File: config.mk
export PLATFORM = sky130hd
export DESIGN_NAME = smem_bank_scheduler
export DESIGN_NICKNAME = d
export VERILOG_FILES = /design/src/rtl/smem_sched_pkg.sv /design/src/rtl/smem_bank_scheduler_rr_pick.sv /design/src/rtl/smem_bank_scheduler.sv
export SDC_FILE = /design/constraint.sdc
export NUM_CORES = 1
export LEC_CHECK = 0
export BUFFER_PORTS_ARGS = -buffer_cell sky130_fd_sc_hd__buf_2
export CELL_PAD_IN_SITES_DETAIL_PLACEMENT = 1
export CELL_PAD_IN_SITES_GLOBAL_PLACEMENT = 1
export CORE_AREA = 2 2 131 133
export CTS_BUF_LIST = sky130_fd_sc_hd__clkbuf_8
export CTS_CLUSTER_SIZE = 30
export DETAILED_ROUTE_END_ITERATION = 7
export DIE_AREA = 0 0 133 135
export PLACE_DENSITY_LB_ADDON = 0.25
export SKIP_LAST_GASP = 1
export SLEW_MARGIN = 20
export SYNTH_ARGS = -nofsm -noshare
export SYNTH_HDL_FRONTEND = slang
export SYNTH_HIERARCHICAL = 1
export SYNTH_SLANG_ARGS = --single-unit
File: constraint.sdc
create_clock -name clk -period 5.2 [get_ports clk]
set_clock_uncertainty 0.05 [all_clocks]
set_input_delay 0.52 -clock clk [delete_from_list [all_inputs] [get_ports clk]]
set_output_delay 0.52 -clock clk [all_outputs]
set_load 0.03 [all_outputs]
File: src/rtl/smem_sched_pkg.sv
// Shared types and constants for the shared-memory bank scheduler.
// The struct widths follow the default bank geometry (SMEM_AW/SMEM_DW).
package smem_sched_pkg;

    localparam int SMEM_AW   = 10;
    localparam int SMEM_DW   = 32;
    localparam int ID_W      = 4;   // binary requester index, covers N up to 16
    localparam int PTR_RST   = 0;
    localparam int BURST_RST = 0;

    // Index width for a population of n items, never narrower than one bit
    function automatic int idxw(input int n);
        return (n > 1) ? $clog2(n) : 1;
    endfunction

    typedef struct packed {
        logic                en;
        logic                we;
        logic [SMEM_AW-1:0]  addr;
        logic [SMEM_DW-1:0]  wdata;
    } mem_cmd_t;

    typedef struct packed {
        logic             valid;
        logic [ID_W-1:0]  id;
    } rsp_pipe_t;

endpackage

File: src/rtl/smem_bank_scheduler_rr_pick.sv
// Mask-based round-robin picker: a fixed-priority chain over requests at or
// above ptr, falling back to an unmasked chain when none are pending there.
module rr_pick #(
    parameter int N  = 5,
    parameter int IW = 3
) (
    input  logic [N-1:0]  req,
    input  logic [IW-1:0] ptr,
    output logic [N-1:0]  gnt,
    output logic [IW-1:0] gnt_idx
);

    logic [N-1:0]  mask_s;
    logic [N-1:0]  masked_s;
    logic [IW-1:0] m_idx_s;
    logic [IW-1:0] u_idx_s;

    // Lowest pending index in the masked and unmasked sets, then one-hot grant
    always_comb begin
        mask_s   = '0;
        masked_s = '0;
        m_idx_s  = '0;
        u_idx_s  = '0;
        gnt      = '0;
        for (int i = 0; i < N; i++) begin
            mask_s[i] = (i >= int'(ptr));
        end
        masked_s = req & mask_s;
        for (int i = N - 1; i >= 0; i--) begin
            m_idx_s = masked_s[i] ? IW'(i) : m_idx_s;
            u_idx_s = req[i]      ? IW'(i) : u_idx_s;
        end
        gnt_idx = (|masked_s) ? m_idx_s : u_idx_s;
        for (int i = 0; i < N; i++) begin
            gnt[i] = (|req) && (gnt_idx == IW'(i));
        end
    end

endmodule

File: src/rtl/smem_bank_scheduler.sv
// One-bank scheduler: round-robin arbitration, registered SRAM command and a
// latency-matched read-response pipeline. Define BURST_LOCK_EN for burst lock.
module smem_bank_scheduler
    import smem_sched_pkg::*;
#(
    parameter int N         = 5,
    parameter int AW        = SMEM_AW,
    parameter int DW        = SMEM_DW,
    parameter int RD_LAT    = 1,
    parameter int MAX_BURST = 4
) (
    input  logic            clk,
    input  logic            rst,
    input  logic [N-1:0]    req_valid,
    output logic [N-1:0]    req_ready,
    input  logic [N-1:0]    req_we,
    input  logic [N*AW-1:0] req_addr,
    input  logic [N*DW-1:0] req_wdata,
    input  logic            mem_busy,
    output logic            mem_en,
    output logic            mem_we,
    output logic [AW-1:0]   mem_addr,
    output logic [DW-1:0]   mem_wdata,
    input  logic [DW-1:0]   mem_rdata,
    output logic [N-1:0]    rsp_valid,
    output logic [DW-1:0]   rsp_rdata
);

    localparam int IW = idxw(N);

    logic [N-1:0]  gnt_s;
    logic [IW-1:0] gnt_idx_s;
    logic [IW-1:0] ptr_r;
    logic          accept_s;
    mem_cmd_t      cmd_r;
    mem_cmd_t      cmd_nxt_s;
    rsp_pipe_t     pipe_r [RD_LAT];
    rsp_pipe_t     pipe_nxt_s;
    logic [N-1:0]  rsp_dec_s;
    logic [N-1:0]  rsp_valid_r;

    function automatic logic [IW-1:0] wrap_inc(input logic [IW-1:0] v);
        return (v == IW'(N - 1)) ? '0 : v + IW'(1);
    endfunction

    rr_pick #(.N(N), .IW(IW)) u_pick (
        .req     (req_valid),
        .ptr     (ptr_r),
        .gnt     (gnt_s),
        .gnt_idx (gnt_idx_s)
    );

    // Grant is withheld during reset and while the bank is busy
    always_comb begin
        req_ready = '0;
        if (rst && !mem_busy) begin
            req_ready = gnt_s;
        end else begin
            req_ready = '0;
        end
    end

    assign accept_s = |(req_valid & req_ready);

    // Next SRAM command and response tag from the granted requester
    always_comb begin
        cmd_nxt_s       = cmd_r;
        cmd_nxt_s.en    = 1'b0;
        pipe_nxt_s      = '0;
        if (accept_s) begin
            cmd_nxt_s.en    = 1'b1;
            cmd_nxt_s.we    = req_we[gnt_idx_s];
            cmd_nxt_s.addr  = req_addr[gnt_idx_s*AW +: AW];
            cmd_nxt_s.wdata = req_wdata[gnt_idx_s*DW +: DW];
            pipe_nxt_s.valid = !req_we[gnt_idx_s];
            pipe_nxt_s.id    = ID_W'(gnt_idx_s);
        end else begin
            cmd_nxt_s.en = 1'b0;
        end
    end

    // Registered SRAM command
    always_ff @(posedge clk) begin
        if (!rst) begin
            cmd_r <= '0;
        end else begin
            cmd_r <= cmd_nxt_s;
        end
    end

    // Read tags travel RD_LAT stages to meet the SRAM data
    always_ff @(posedge clk) begin
        if (!rst) begin
            for (int k = 0; k < RD_LAT; k++) begin
                pipe_r[k] <= '0;
            end
        end else begin
            pipe_r[0] <= pipe_nxt_s;
            for (int k = 1; k < RD_LAT; k++) begin
                pipe_r[k] <= pipe_r[k-1];
            end
        end
    end

    // Decode the last stage tag into a one-hot strobe
    always_comb begin
        rsp_dec_s = '0;
        for (int i = 0; i < N; i++) begin
            rsp_dec_s[i] = pipe_r[RD_LAT-1].valid && (pipe_r[RD_LAT-1].id == ID_W'(i));
        end
    end

    // Registered response strobe, aligned with mem_rdata
    always_ff @(posedge clk) begin
        if (!rst) begin
            rsp_valid_r <= '0;
        end else begin
            rsp_valid_r <= rsp_dec_s;
        end
    end

    // Data passes straight from the macro so it lands in the strobe cycle
    always_comb begin
        rsp_rdata = '0;
        if (|rsp_valid_r) begin
            rsp_rdata = mem_rdata;
        end else begin
            rsp_rdata = '0;
        end
    end

    assign rsp_valid = rsp_valid_r;
    assign mem_en    = cmd_r.en;
    assign mem_we    = cmd_r.we;
    assign mem_addr  = cmd_r.addr;
    assign mem_wdata = cmd_r.wdata;

`ifdef BURST_LOCK_EN
    localparam int BW = idxw(MAX_BURST);

    logic [BW-1:0] burst_r;
    logic [BW-1:0] cnt_cur_s;
    logic [IW-1:0] last_r;

    // A grant to someone other than the locked requester starts a fresh run
    assign cnt_cur_s = (gnt_idx_s == last_r) ? burst_r : '0;

    // Pointer stays on the locked requester until the run ends or it drops
    always_ff @(posedge clk) begin
        if (!rst) begin
            ptr_r   <= IW'(PTR_RST);
            burst_r <= BW'(BURST_RST);
            last_r  <= IW'(PTR_RST);
        end else if (accept_s) begin
            last_r <= gnt_idx_s;
            if (cnt_cur_s < BW'(MAX_BURST - 1)) begin
                burst_r <= cnt_cur_s + BW'(1);
                ptr_r   <= gnt_idx_s;
            end else begin
                burst_r <= BW'(BURST_RST);
                ptr_r   <= wrap_inc(gnt_idx_s);
            end
        end else if (!mem_busy && (burst_r != BW'(BURST_RST))) begin
            burst_r <= BW'(BURST_RST);
            ptr_r   <= wrap_inc(last_r);
        end else begin
            burst_r <= burst_r;
            ptr_r   <= ptr_r;
        end
    end
`else
    logic unused_cfg_s;
    assign unused_cfg_s = (MAX_BURST > 0);

    // Strict per-beat rotation
    always_ff @(posedge clk) begin
        if (!rst) begin
            ptr_r <= IW'(PTR_RST);
        end else if (accept_s) begin
            ptr_r <= wrap_inc(gnt_idx_s);
        end else begin
            ptr_r <= ptr_r;
        end
    end
`endif

endmodule

==> qor.txt <==
Total Nets Final: 1117
Syn Inst Count: 560
Mapped Nets: 817
total CTS buffers: 5
Async SR Flop Fraction: 0
CP Max Fanout: 42
worst slew pin tran: 1.039 ns
critical setup path kind: reg2reg
most frequent cell after synthesis: a211oi_1
area leader, netlist: dfxtp_1
Routed Antenna Nets: 0
Ports: 341
outcome: complete, no violations
CTS tree: yes
final core occ: 0.3882
synthesis-to-layout area growth: 44.36%
post-detail-place hpwl: 15050 um
Yosys cell types: 38
sequential element share of the synthesized area: 0.2541
total die area: 17960 um2
CP endpoint kind: flop
leakage: 0.003089 uW
post-route setup TNS: 0 ns
Root Buffer: clkbuf_8
combinational power share: 0.648
Rows: 47
worst path required time: 5.42 ns
Tot GR Track Use: 0.2104
hold_ws: 0.4178 ns
Chip Width: 133 um
DRC: 0
clock slew at the register clock pins of the worst setup and hold paths: 0.11 ns
clk sinks: 56
H-tree levels: 2
final wirelength: 19520 um
post-CTS resize count: 0
total power density per cell area: 403.1 nW/um2
post-synthesis register bit count: 56
RD Place Congestion: 0.8629
RSZ-0062 raised after global routing: false
final worst path period share: 0.6831
hold crit path type: reg2reg
Starting DRT DRC Count: 168
hold buffers post-CTS: 0
Slew HR: 0.3073
post-place instance area: 6251 um2
top cells by count, synth: a211oi_1, nor2b_1, dfxtp_1
layout cell share with drive strength beyond 1: 0.4216
via count: 5363
Yosys Warn Count: 6
Avg Cell Area, Syn: 7.878 um2
Sw Share: 0.4981
vias per inst: 4.952
min Tclk post-route: 3.552 ns
final instance area: 6369 um2
Core Area: 16410 um2
largest cells by area after synthesis: dfxtp_1, a211oi_1, mux2i_1, nor2b_1, o31a_1
Synth top area share: 0.2541
Initial Util: 0.2689
Max Root-Sink Buffers: 2
IO buf count: 340
Critical Path AT: 3.77 ns
largest net degree at the start of global routing: 70
# setup viols final: 0
Skew-Pair Late Insertion Delay: 0.32 ns
first-pass GRT wire length: 29810 um
max-cap viol count: 0
number of synthesized flops with an enable pin: 0
Max Clk Rate: 281.5 MHz
total power: 2567 uW
internal power: 1289 uW
final hold viol count: 0
postcts setup bufs: 0
die height: 135 um
top_reg_cell synth: dfxtp_1
peak supply drop: 0.1568 mV
total grt overflow: 0
mapped cell area: 4412 um2
crit start category: flop
register share of total power: 0.235
DR pass1 iterations: 4
net switching power: 1279 uW
number of global-route vias before repair: 5548
antenna violations before repair: 2
fin. max-slew vios: 0
average routed wire per standard cell: 18.02 um
clock network fraction of design power: 0.118
[worst max-delay path, cell delays in order, from the launching register on]
cell      delay (ns)
dfxtp_1         0.51
o21a_1          0.29
a221oi_2        0.08
o32ai_4         0.28
buf_4           0.38
nor2b_1         0.12
a222oi_1        0.63
a21o_2          0.88
o31a_1          0.25
[power groups by stage]
| stage | Combinational, uW | Clock (uW) | Sequential (uW) |
|---|---|---|---|
| floorplan | 989 | 0 | 805 |
| global placement | 1670 | 0 | 605 |
| detailed placement | 1690 | 0 | 612 |
| CTS | 1690 | 310 | 603 |
| global route | 1830 | 325 | 617 |
| finish | 1660 | 302 | 603 |
[state kept, by name, summed over array words and instances, names as in the netlist]
name,cells
ptr_r,3
mem_we,1
mem_en,1
mem_addr,10
mem_wdata,32
rsp_valid,5
pipe_r,4
[per-stage QoR]
step,std cells,setup slack [ns]
final,1083,1.648
after CTS,1081,1.658
after global placement,1073,1.569
after global routing,1083,1.409
after detailed placement,1073,1.478
after floorplan,560,2.586
[worst paths after layout]
kind                           startpoint                        to  slack [ns]  cells after the start
setup reg to reg    ptr_r[2]$_SDFFE_PN0P_  mem_addr[0]$_SDFFE_PN0P_        1.65                      8
setup / recovery    ptr_r[2]$_SDFFE_PN0P_  mem_addr[0]$_SDFFE_PN0P_        1.65                      8
hold reg to reg   pipe_r[0][1]$_SDFF_PN0_   rsp_valid[3]$_SDFF_PN0_        0.42                      2
hold / removal    pipe_r[0][1]$_SDFF_PN0_   rsp_valid[3]$_SDFF_PN0_        0.42                      2
[placed cells by master, fill, tap and decap left out, types with 2 or more instances in the layout]
master / instances
dfxtp_1: 56
nand2_1: 49
inv_1: 5
mux2i_1: 45
nor3_1: 3
o21a_1: 45
nor2b_1: 70
o31a_1: 42
ha_1: 2
buf_2: 340
diode_2: 2
and2b_1: 10
buf_4: 7
and2_1: 9
nand2b_1: 2
a21oi_1: 3
o211a_1: 3
clkbuf_8: 5
a211oi_1: 84
o21ai_0: 4
nor2_1: 51
[area by class of cell]
| type | count | area, um2 |
|---|---|---|
| Antenna cell | 2 | 5.005 |
| Multi-Input combinational cell | 443 | 3060 |
| Inverter | 6 | 25.02 |
| Tap cell | 220 | 275.3 |
| Fill cell | 2122 | 10040 |
| Clock buffer | 5 | 68.82 |
| Clock inverter | 3 | 38.79 |
| Sequential cell | 56 | 1121 |
| Timing Repair Buffer | 348 | 1774 |
[routing by layer]
layer | global-route usage | up-vias | share of wire
li1 | - | 2635 | -
met1 | 0.2348 | 2480 | 0.40
met2 | 0.3903 | 225 | 0.49
met3 | 0.05968 | 23 | 0.080
met4 | 0.05854 | 0 | 0.023
met5 | 0 | - | 0
[cell families (layout without fill, tap and decap cells)]
group,after synthesis,count (layout),share of synthesized area
simple gates,200,200,0.2286
compound gates,196,196,0.3517
buf+inv,61,362,0.05785
flops,56,56,0.2541
mux,45,45,0.1021
fa+ha+maj,2,2,0.005671
other cells,0,2,0
Power figures use the tool's default switching activity.
